**src/rtl/display_scan_ctrl_pkg.sv**
```systemverilog
// Shared constants for the 7-segment scan controller: active-low glyphs
// (gfedcba order) and the scan state encoding.
package display_scan_ctrl_pkg;

    typedef enum logic {
        ST_DRIVE = 1'b0,
        ST_DEAD  = 1'b1
    } scan_state_t;

    localparam logic [6:0] SEG_BLANK = 7'b1111111;

    localparam logic [6:0] SEG_0 = 7'b1000000;
    localparam logic [6:0] SEG_1 = 7'b1111001;
    localparam logic [6:0] SEG_2 = 7'b0100100;
    localparam logic [6:0] SEG_3 = 7'b0110000;
    localparam logic [6:0] SEG_4 = 7'b0011001;
    localparam logic [6:0] SEG_5 = 7'b0010010;
    localparam logic [6:0] SEG_6 = 7'b0000010;
    localparam logic [6:0] SEG_7 = 7'b1111000;
    localparam logic [6:0] SEG_8 = 7'b0000000;
    localparam logic [6:0] SEG_9 = 7'b0010000;
    localparam logic [6:0] SEG_A = 7'b0001000;
    localparam logic [6:0] SEG_B = 7'b0000011;
    localparam logic [6:0] SEG_C = 7'b1000110;
    localparam logic [6:0] SEG_D = 7'b0100001;
    localparam logic [6:0] SEG_E = 7'b0000110;
    localparam logic [6:0] SEG_F = 7'b0001110;

endpackage

```
**src/rtl/hex7seg_dec.sv**
```systemverilog
// Combinational hex nibble to active-low 7-segment pattern, with a blank
// override that wins over the nibble.
module hex7seg_dec
    import display_scan_ctrl_pkg::*;
(
    input  logic [3:0] nibble,
    input  logic       blank,
    output logic [6:0] seg
);

    always_comb begin
        seg = SEG_BLANK;
        if (!blank) begin
            case (nibble)
                4'h0: seg = SEG_0;
                4'h1: seg = SEG_1;
                4'h2: seg = SEG_2;
                4'h3: seg = SEG_3;
                4'h4: seg = SEG_4;
                4'h5: seg = SEG_5;
                4'h6: seg = SEG_6;
                4'h7: seg = SEG_7;
                4'h8: seg = SEG_8;
                4'h9: seg = SEG_9;
                4'hA: seg = SEG_A;
                4'hB: seg = SEG_B;
                4'hC: seg = SEG_C;
                4'hD: seg = SEG_D;
                4'hE: seg = SEG_E;
                4'hF: seg = SEG_F;
                default: seg = SEG_BLANK;
            endcase
        end
    end

endmodule

```
**src/rtl/display_scan_ctrl.sv**
```systemverilog
// Time-multiplexed 7-segment scan controller: one shared decoder drives the
// digits in turn, with a one-cycle dead slot between digits to avoid ghosting.
module display_scan_ctrl
    import display_scan_ctrl_pkg::*;
#(
    parameter int NUM_DIGITS = 8,
    parameter int SCAN_DIV   = 50000,
    parameter bit BLANK_LZ   = 1'b1
) (
    input  logic                  clock,
    input  logic                  reset_n,
    input  logic                  load,
    input  logic [31:0]           valor,
    output logic                  pendente,
    output logic [6:0]            saida,
    output logic [NUM_DIGITS-1:0] anodo,
    output logic [2:0]            digito
);

    localparam int              PW         = (SCAN_DIV > 1) ? $clog2(SCAN_DIV) : 1;
    localparam logic [PW-1:0]   PRESC_LAST = PW'(SCAN_DIV - 1);
    localparam logic [2:0]      DIGIT_LAST = 3'(NUM_DIGITS - 1);
    localparam logic [31:0]     VALUE_MASK = 32'hFFFF_FFFF >> (32 - 4 * NUM_DIGITS);

    logic [PW-1:0]         presc_q, presc_d;
    scan_state_t           state_q, state_d;
    logic [2:0]            digito_q, digito_d;
    logic [31:0]           active_q, active_d;
    logic [31:0]           pend_val_q, pend_val_d;
    logic                  pendente_q, pendente_d;
    logic [6:0]            saida_q, saida_d;
    logic [NUM_DIGITS-1:0] anodo_q, anodo_d;

    logic       tick;
    logic       frame_wrap;
    logic       lz_blank;
    logic [3:0] dec_nibble;
    logic       dec_blank;

    always_comb begin
        tick       = (presc_q == PRESC_LAST);
        presc_d    = tick ? '0 : presc_q + 1'b1;
        frame_wrap = (state_q == ST_DEAD) && (digito_q == DIGIT_LAST);

        state_d  = state_q;
        digito_d = digito_q;
        case (state_q)
            ST_DRIVE: begin
                if (tick) state_d = ST_DEAD;
            end
            ST_DEAD: begin
                state_d  = ST_DRIVE;
                digito_d = (digito_q == DIGIT_LAST) ? 3'd0 : digito_q + 3'd1;
            end
        endcase
    end

    // A load landing on the frame wrap goes straight to the active value.
    always_comb begin
        pend_val_d = load ? (valor & VALUE_MASK) : pend_val_q;
        pendente_d = pendente_q;
        active_d   = active_q;
        if (frame_wrap) begin
            pendente_d = 1'b0;
            if (load)            active_d = valor & VALUE_MASK;
            else if (pendente_q) active_d = pend_val_q;
        end else if (load) begin
            pendente_d = 1'b1;
        end
    end

    // Outputs are decoded from next-state values so they register in step with the scan.
    always_comb begin
        lz_blank   = BLANK_LZ && (digito_d != 3'd0) &&
                     ((active_d >> {digito_d, 2'b00}) == 32'd0);
        dec_nibble = active_d[{digito_d, 2'b00} +: 4];
        dec_blank  = (state_d == ST_DEAD) || lz_blank;
        anodo_d    = (state_d == ST_DRIVE) ? ~(NUM_DIGITS'(1) << digito_d) : '1;
    end

    hex7seg_dec u_dec (
        .nibble (dec_nibble),
        .blank  (dec_blank),
        .seg    (saida_d)
    );

    always_ff @(posedge clock or negedge reset_n) begin
        if (!reset_n) begin
            presc_q    <= '0;
            state_q    <= ST_DRIVE;
            digito_q   <= 3'd0;
            active_q   <= 32'd0;
            pend_val_q <= 32'd0;
            pendente_q <= 1'b0;
            saida_q    <= SEG_BLANK;
            anodo_q    <= '1;
        end else begin
            presc_q    <= presc_d;
            state_q    <= state_d;
            digito_q   <= digito_d;
            active_q   <= active_d;
            pend_val_q <= pend_val_d;
            pendente_q <= pendente_d;
            saida_q    <= saida_d;
            anodo_q    <= anodo_d;
        end
    end

    assign pendente = pendente_q;
    assign saida    = saida_q;
    assign anodo    = anodo_q;
    assign digito   = digito_q;

endmodule

```
**config.mk**
```make
export PLATFORM = sky130hd
export DESIGN_NAME = display_scan_ctrl
export DESIGN_NICKNAME = d
export VERILOG_FILES = /design/src/rtl/display_scan_ctrl_pkg.sv /design/src/rtl/hex7seg_dec.sv /design/src/rtl/display_scan_ctrl.sv
export SDC_FILE = /design/constraint.sdc
export NUM_CORES = 1
export LEC_CHECK = 0
export CAP_MARGIN = 20
export CORE_MARGIN = 2
export CORE_UTILIZATION = 51
export CTS_CLUSTER_DIAMETER = 100
export DETAILED_ROUTE_END_ITERATION = 6
export PLACE_DENSITY_LB_ADDON = 0.05
export SYNTH_ARGS = -nofsm -noshare
export SYNTH_HDL_FRONTEND = slang
export SYNTH_HIERARCHICAL = 1
export SYNTH_SLANG_ARGS = --single-unit
```
**constraint.sdc**
```tcl
create_clock -name clock -period 3.15 [get_ports clock]
set_clock_uncertainty 0.05 [all_clocks]
set_input_delay 0.315 -clock clock [delete_from_list [all_inputs] [get_ports clock]]
set_output_delay 0.315 -clock clock [all_outputs]
set_load 0.05 [all_outputs]
```
==> After elaboration in Yosys (flattened, before gate mapping) <==
Memories as Yosys holds them, arrays and structs flattened.
Index checks and enable logic that the tools add are counted.
{ "classes": {"magnitude_cmp": 0, "div": 0, "n_eq_ne": 2, "shifts": 3, "n_addsub": 2, "n_reduce_logical": 6, "mul": 0, "n_bitwise": 2, "n_mux": 12} }
{ "op_table": {"columns": ["op", "count"], "rows": [
  ["two-way mux 32 bit", 3],
  ["logical NOT 32 bit", 1],
  ["indexed part select 32 x 6 -> 4 bit", 1],
  ["right shift 32 x 5 -> 32 bit", 1],
  ["adder 16 x 1 -> 16 bit (second input constant)", 1],
  ["equality test 16 bit (second input constant)", 1],
  ["two-way mux 16 bit", 1],
  ["two-way mux 8 bit", 1],
  ["inverter 8 bit", 1],
  ["<< shifter 1 x 3 -> 8 bit (first input constant)", 1],
  ["two-way mux 7 bit", 1],
  ["two-way mux 3 bit", 2],
  ["adder 3 x 1 -> 3 bit (second input constant)", 1],
  ["equality test 3 bit (second input constant)", 1],
  ["two-way mux 1 bit", 3],
  ["nonzero test 3 bit", 1],
  ["logical AND 1 bit", 2],
  ["case mux 1 bit (2 select lines)", 1],
  ["nonzero test 2 bit", 1],
  ["logical OR 1 bit", 1],
  ["inverter 1 bit", 1]
]} }
{ "word_totals": {"regBits": 100, "out_inout_bits": 19, "mem_bits_rw": 0, "mem_bits_ro": 112, "in_bits": 35, "latch_bits": 0, "mem_count": 1} }
{ "memory_table": {"columns": ["memory", "depth", "word_bits", "rd", "rd_ports_with_merged_regs", "wr", "line", "text"], "rows": [
  ["(name not given)", 16, 7, 1, 0, 0, "hex7seg_dec.sv:14", "case (nibble)"]
]} }

==> Longest topological paths before layout <==
{ "logic_depth": {"word_depth": 8, "mapped_depth": 15} }

==> By module <==
The synthesis kept the hierarchy.
{ "by_module_without_submodules": {"columns": ["module", "cells_each", "n_inst", "area_per_inst_um2", "seq_area_each_um2"], "rows": [
  ["display_scan_ctrl", 422, 1, 4629.4, 2521.2],
  ["hex7seg_dec", 35, 1, 290.3, 0.0]
]} }

==> Least setup slack after synthesis <==
Ideal clock, no wire load.
{ "synth_path": {"path_type": "register to register", "startpoint": "register digito_q[0], in the netlist digito[0]", "endpoint": "register saida_q[1], in the netlist saida[1]", "stages_incl_launch_ff": 16, "setup_time_ns": 0.084, "t_required_ns": 3.016, "synth_period_minus_slack_ns": 3.776, "setup_slack_ns": -0.626, "arrival_time_ns": 3.642, "cell_sequence": "dfrtp_1 > ha_1 > ha_1 > buf_2 > o211a_1 > buf_2 > buf_2 > buf_2 > mux2i_1 > o211ai_1 > nand3_1 > nand3_1 > inv_1 > ha_1 > or2_2 > a311o_1"} }
{ "synth_via": {"elab_cells_between_ends": 14, "cone_classes": "add/sub: 1; eq/ne: 1; shift: 2; mux: 4; reduce/logical: 5; memory: 1"} }
{ "synth_rtl": {"columns": ["item", "line", "text"], "rows": [
  ["from (decl)", "display_scan_ctrl.sv:27", "logic [2:0] digito_q, digito_d;"],
  ["from (signal assigned)", "display_scan_ctrl.sv:100", "digito_q <= digito_d;"],
  ["adder 3 x 1 -> 3 bit / equality test 3 bit (equally long branches)", "display_scan_ctrl.sv:53, display_scan_ctrl.sv:43", null],
  ["two-way mux 3 bit / logical AND 1 bit (equally long branches)", "display_scan_ctrl.sv:53, display_scan_ctrl.sv:43", null],
  ["two-way mux 3 bit / two-way mux 32 bit (equally long branches)", "display_scan_ctrl.sv:47, display_scan_ctrl.sv:63", null],
  ["indexed part select 32 x 6 -> 4 bit *", "display_scan_ctrl.sv:76", "dec_nibble = active_d[{digito_d, 2'b00} +: 4];"],
  ["net dec_nibble[1]", "display_scan_ctrl.sv:37", "logic [3:0] dec_nibble;"],
  ["memory read (16 x 7 bit) *", null, null],
  ["two-way mux 7 bit *", "hex7seg_dec.sv:13", "if (!blank) begin"],
  ["net saida_d[1]", "display_scan_ctrl.sv:31", "logic [6:0] saida_q, saida_d;"],
  ["to (signal assigned)", "display_scan_ctrl.sv:104", "saida_q <= saida_d;"],
  ["to (decl)", "display_scan_ctrl.sv:31", null]
]} }
The timed path passes the listed nets; every way through them passes the cells marked *.
A chain may end at the register's enable or synchronous reset.

==> Final worst setup path <==
{ "layout_path": {"startpoint": "register digito_q[0], in the netlist digito[0]", "endpoint": "register saida_q[0], in the netlist saida[0]"} }
{ "layout_via": {"elab_chain_len": 8, "elab_cells_between_ends": 14, "cone_classes": "add/sub: 1; eq/ne: 1; shift: 2; mux: 4; reduce/logical: 5; memory: 1"} }
{ "layout_rtl": {"columns": ["item", "line", "text"], "rows": [
  ["adder 3 x 1 -> 3 bit / equality test 3 bit (equally long branches)", "display_scan_ctrl.sv:53, display_scan_ctrl.sv:43", null],
  ["two-way mux 3 bit / logical AND 1 bit (equally long branches)", "display_scan_ctrl.sv:53, display_scan_ctrl.sv:43", null],
  ["two-way mux 3 bit / two-way mux 32 bit (equally long branches)", "display_scan_ctrl.sv:47, display_scan_ctrl.sv:63", null],
  ["right shift 32 x 5 -> 32 bit", "display_scan_ctrl.sv:75", "((active_d >> {digito_d, 2'b00}) == 32'd0);"],
  ["logical NOT 32 bit", "display_scan_ctrl.sv:75", null],
  ["logical AND 1 bit *", "display_scan_ctrl.sv:74", "lz_blank = BLANK_LZ && (digito_d != 3'd0) &&"],
  ["logical OR 1 bit *", "display_scan_ctrl.sv:77", "dec_blank = (state_d == ST_DEAD) || lz_blank;"],
  ["net dec_blank", "display_scan_ctrl.sv:38", "logic dec_blank;"],
  ["two-way mux 7 bit *", "hex7seg_dec.sv:13", null],
  ["net saida_d[0]", "display_scan_ctrl.sv:31", null]
]} }
Marks and branches as above.

==> impl_metrics.yaml <==
routing:
  dr_total_vias: 3887
  dr.pass1.iters: 5
  avgViaCountPerCell: 5.50
  drc: 0
  drt_iter0_drc: 254
  wl_per_cell_um: 16.8
  wirelength_um: 11900
  drtAntennaViolNets: 0
clock_network:
  ctsRootBufferMaster: "clkbuf_8"
  clk_latency_ps: 370
  cts_buffers: 9
  cts_max_level: 3
  cts_buffer_depth: 2
  clock_sinks: 100
  cts_tree: "done"
  clk_pin_slew_ps: 100
synthesis:
  syn_nets: 502
  synth_most_common_cell: "dfrtp_1"
  ys_seq_area_share_pct: 51.2
  synth_top_cell_by_area: "dfrtp_1"
  synthArstFlopShare_pct: 100
  yosys-top-cells-count: "dfrtp_1, nor2_1, nand2_1"
  netlist_area_um2: 4920
  ys_warn_count: 6
  synthFlopType: "dfrtp_1"
  syn_avg_cell_area_um2: 10.8
  syn_inst: 457
  synthTopCellsByArea: "dfrtp_1, mux2_2, dfstp_2"
  synth-seq-cells: 100
  synth_edf_count: 0
  synth_cell_types: 58
  yosys.area.top_type_share_pct: 43.2
cells_and_area:
  seqCellArea_um2: 2530
  nets: 618
  final_layout_size_suffix_gt1_share_pct: 32.2
  num-fill-cells: 757
  area_growth_pct: 31.4
  multi_input_comb_area_um2: 2350
  diodes: 0
  stdcell_count: 707
place:
  io_buffer_count: 53
  hpwl_um: 8570
  gp_congestion: 0.888
  numPlacedInstances: 684
setup_path:
  cpPeakStageDelay_ps: 440
  timing.critical_path.cells: "ha_4 -> ha_4 -> buf_6 -> nand2_4 -> o32ai_2 -> a211oi_1 -> or3_1 -> o41a_1 -> or4_4 -> o41ai_4 -> nor2_1 -> a32oi_1"
  critPathSlowestCell: "or4_4"
  crit_top_cell: "ha_4"
  cp_data_arrival_time_ps: 3460
  worst_setup_path_start_kind: "flip-flop"
  r2r_slack_ps: -60
  cp_max_fo: 7
  timing.critical_path.from: "digito[0]"
  rr_worst_depth: 12
  cp-end-kind: "flip-flop"
  cp_data_required_time_ps: 3400
  regToRegEndpoint: "saida[0]"
  critPathKind: "reg2reg"
  regToRegStartpoint: "digito[0]"
  cp_top_family: "compound AO/OA/AOI/OAI gates"
  cp_num_buf_inv: 1
status:
  status: "complete, but fails checks"
  violations: "setup timing"
global_route:
  grt_max_degree: 57
  grt_overflow_total: 0
  grt_pass1_vias: 3888
  antenna_found_initial: 0
  grt_pass1_wl_um: 19600
  grt_use_total_pct: 24.5
timing:
  fmax_ghz: 0.311
  slew_headroom_pct: 53.6
  hold_viol_final: 0
  layout_setup_ws_ps: -64.9
  rsz0062_at_grt: "yes"
  setup_viol_count_final: 6
  slew_viol_final: 0
  fin_crit_ps: 3210
  tightest_slew_ps: 695
  hold_ws_ps: 416
  post-route-period-util_pct: 102
power:
  ir_drop_mv: 0.211
  p_leak_nw: 2.91
  powerDensity_nw_per_um2: 352
floorplan:
  die_area_um2: 10400
  initial_core_util_pct: 53.0
  num_rows: 35
  ios: 54
  die_w_um: 102
  core_um2: 9280
  die_y_um: 102
run:
  drv_cap: 0
hold_path:
  hold_start: "presc_q[0]"
  hp-class: "reg2reg"
  hold_depth: 1
  hold-path-endpoint: "presc_q[0]"
-- kinds of logic after synthesis --
logic type,synth area share (%)
buffers and inverters,4.40
XOR/XNOR,2.31
multiplexers,12.8
flip-flops,51.2
AO/OA/AOI/OAI,11.7
adder cells (fa/ha/maj),2.54
AND/OR/NAND/NOR,15.0
-- cells in the final DEF (no fill, tap or decap), drive strengths merged, types with 11 or more instances in the layout --
cell type / count
dfrtp: 85
buf: 77
clkdlybuf4s50: 52
nor2: 46
nand2: 45
mux2: 40
nand3: 21
inv: 19
mux2i: 18
dfstp: 15
a211oi: 11
-- sequential cells by signal (all words and copies together) (netlist names) --
signal      flops
active_q       32
pend_val_q     32
anodo           8
digito          3
presc_q        16
saida           7
pendente        1
state_q         1
-- through the flow --
step / total power [mW] / setup WS (ps) / setup TNS, ps / util (%) / cell area, um2
5_1_grt: 2.36 / -149 / -687 / 69.6 / 6460
4_1_cts: 2.30 / -10.1 / -10.1 / 68.9 / 6400
2_1_floorplan: 1.42 / -139 / -366 / - / 5010
6_report: 2.27 / -64.9 / -241 / 69.6 / 6460
3_5_place_dp: 1.52 / -392 / -2360 / 65.8 / 6110
3_3_place_gp: 1.52 / -308 / -1990 / 65.8 / 6110
-- how the worst max path moves through the flow --
stage | slack, ps | cells after the start | to
finish | -60 | 12 | saida[0]
global route | -150 | 12 | saida[0]
CTS | -10 | 12 | saida[0]
detailed placement | -390 | 13 | saida[0]
global placement | -310 | 11 | saida[3]
floorplan | -140 | 13 | saida[3]
-- repair_timing --
action | in CTS | in global routing
setup buffers | 3 | 3
pin swaps | 4 | 0
endpoints found under the setup margin | 7 | 7
gates resized for setup | 16 | 8
hold endpoints to repair | 45 | 0
hold buffers | 1 | 0
-- where the power goes --
group	leakage, nW	switching [mW]	internal (mW)
logic	1.57	0.0711	0.0915
clock network	0.0921	0.475	0.300
registers	1.24	0.00990	1.32
-- area by class of cell --
| class | count | share of cell area, % |
|---|---|---|
| clock buffers | 9 | 1.92 |
| clock inverters | 7 | 0.910 |
| inverters | 17 | 1.01 |
| multi-input cells | 315 | 36.4 |
| flip-flops and latches | 100 | 39.1 |
| well taps | 129 | 2.50 |
| repair buffers | 130 | 18.2 |
-- routing by layer --
metal	up-vias	track usage [%]	part of all wire, %
met5	-	0	0
met4	0	8.00	1.8
met3	15	3.97	4.3
met2	98	40.9	49
met1	1923	33.0	45
li1	1851	-	-
No activity file was read; power rests on OpenSTA's default activity.
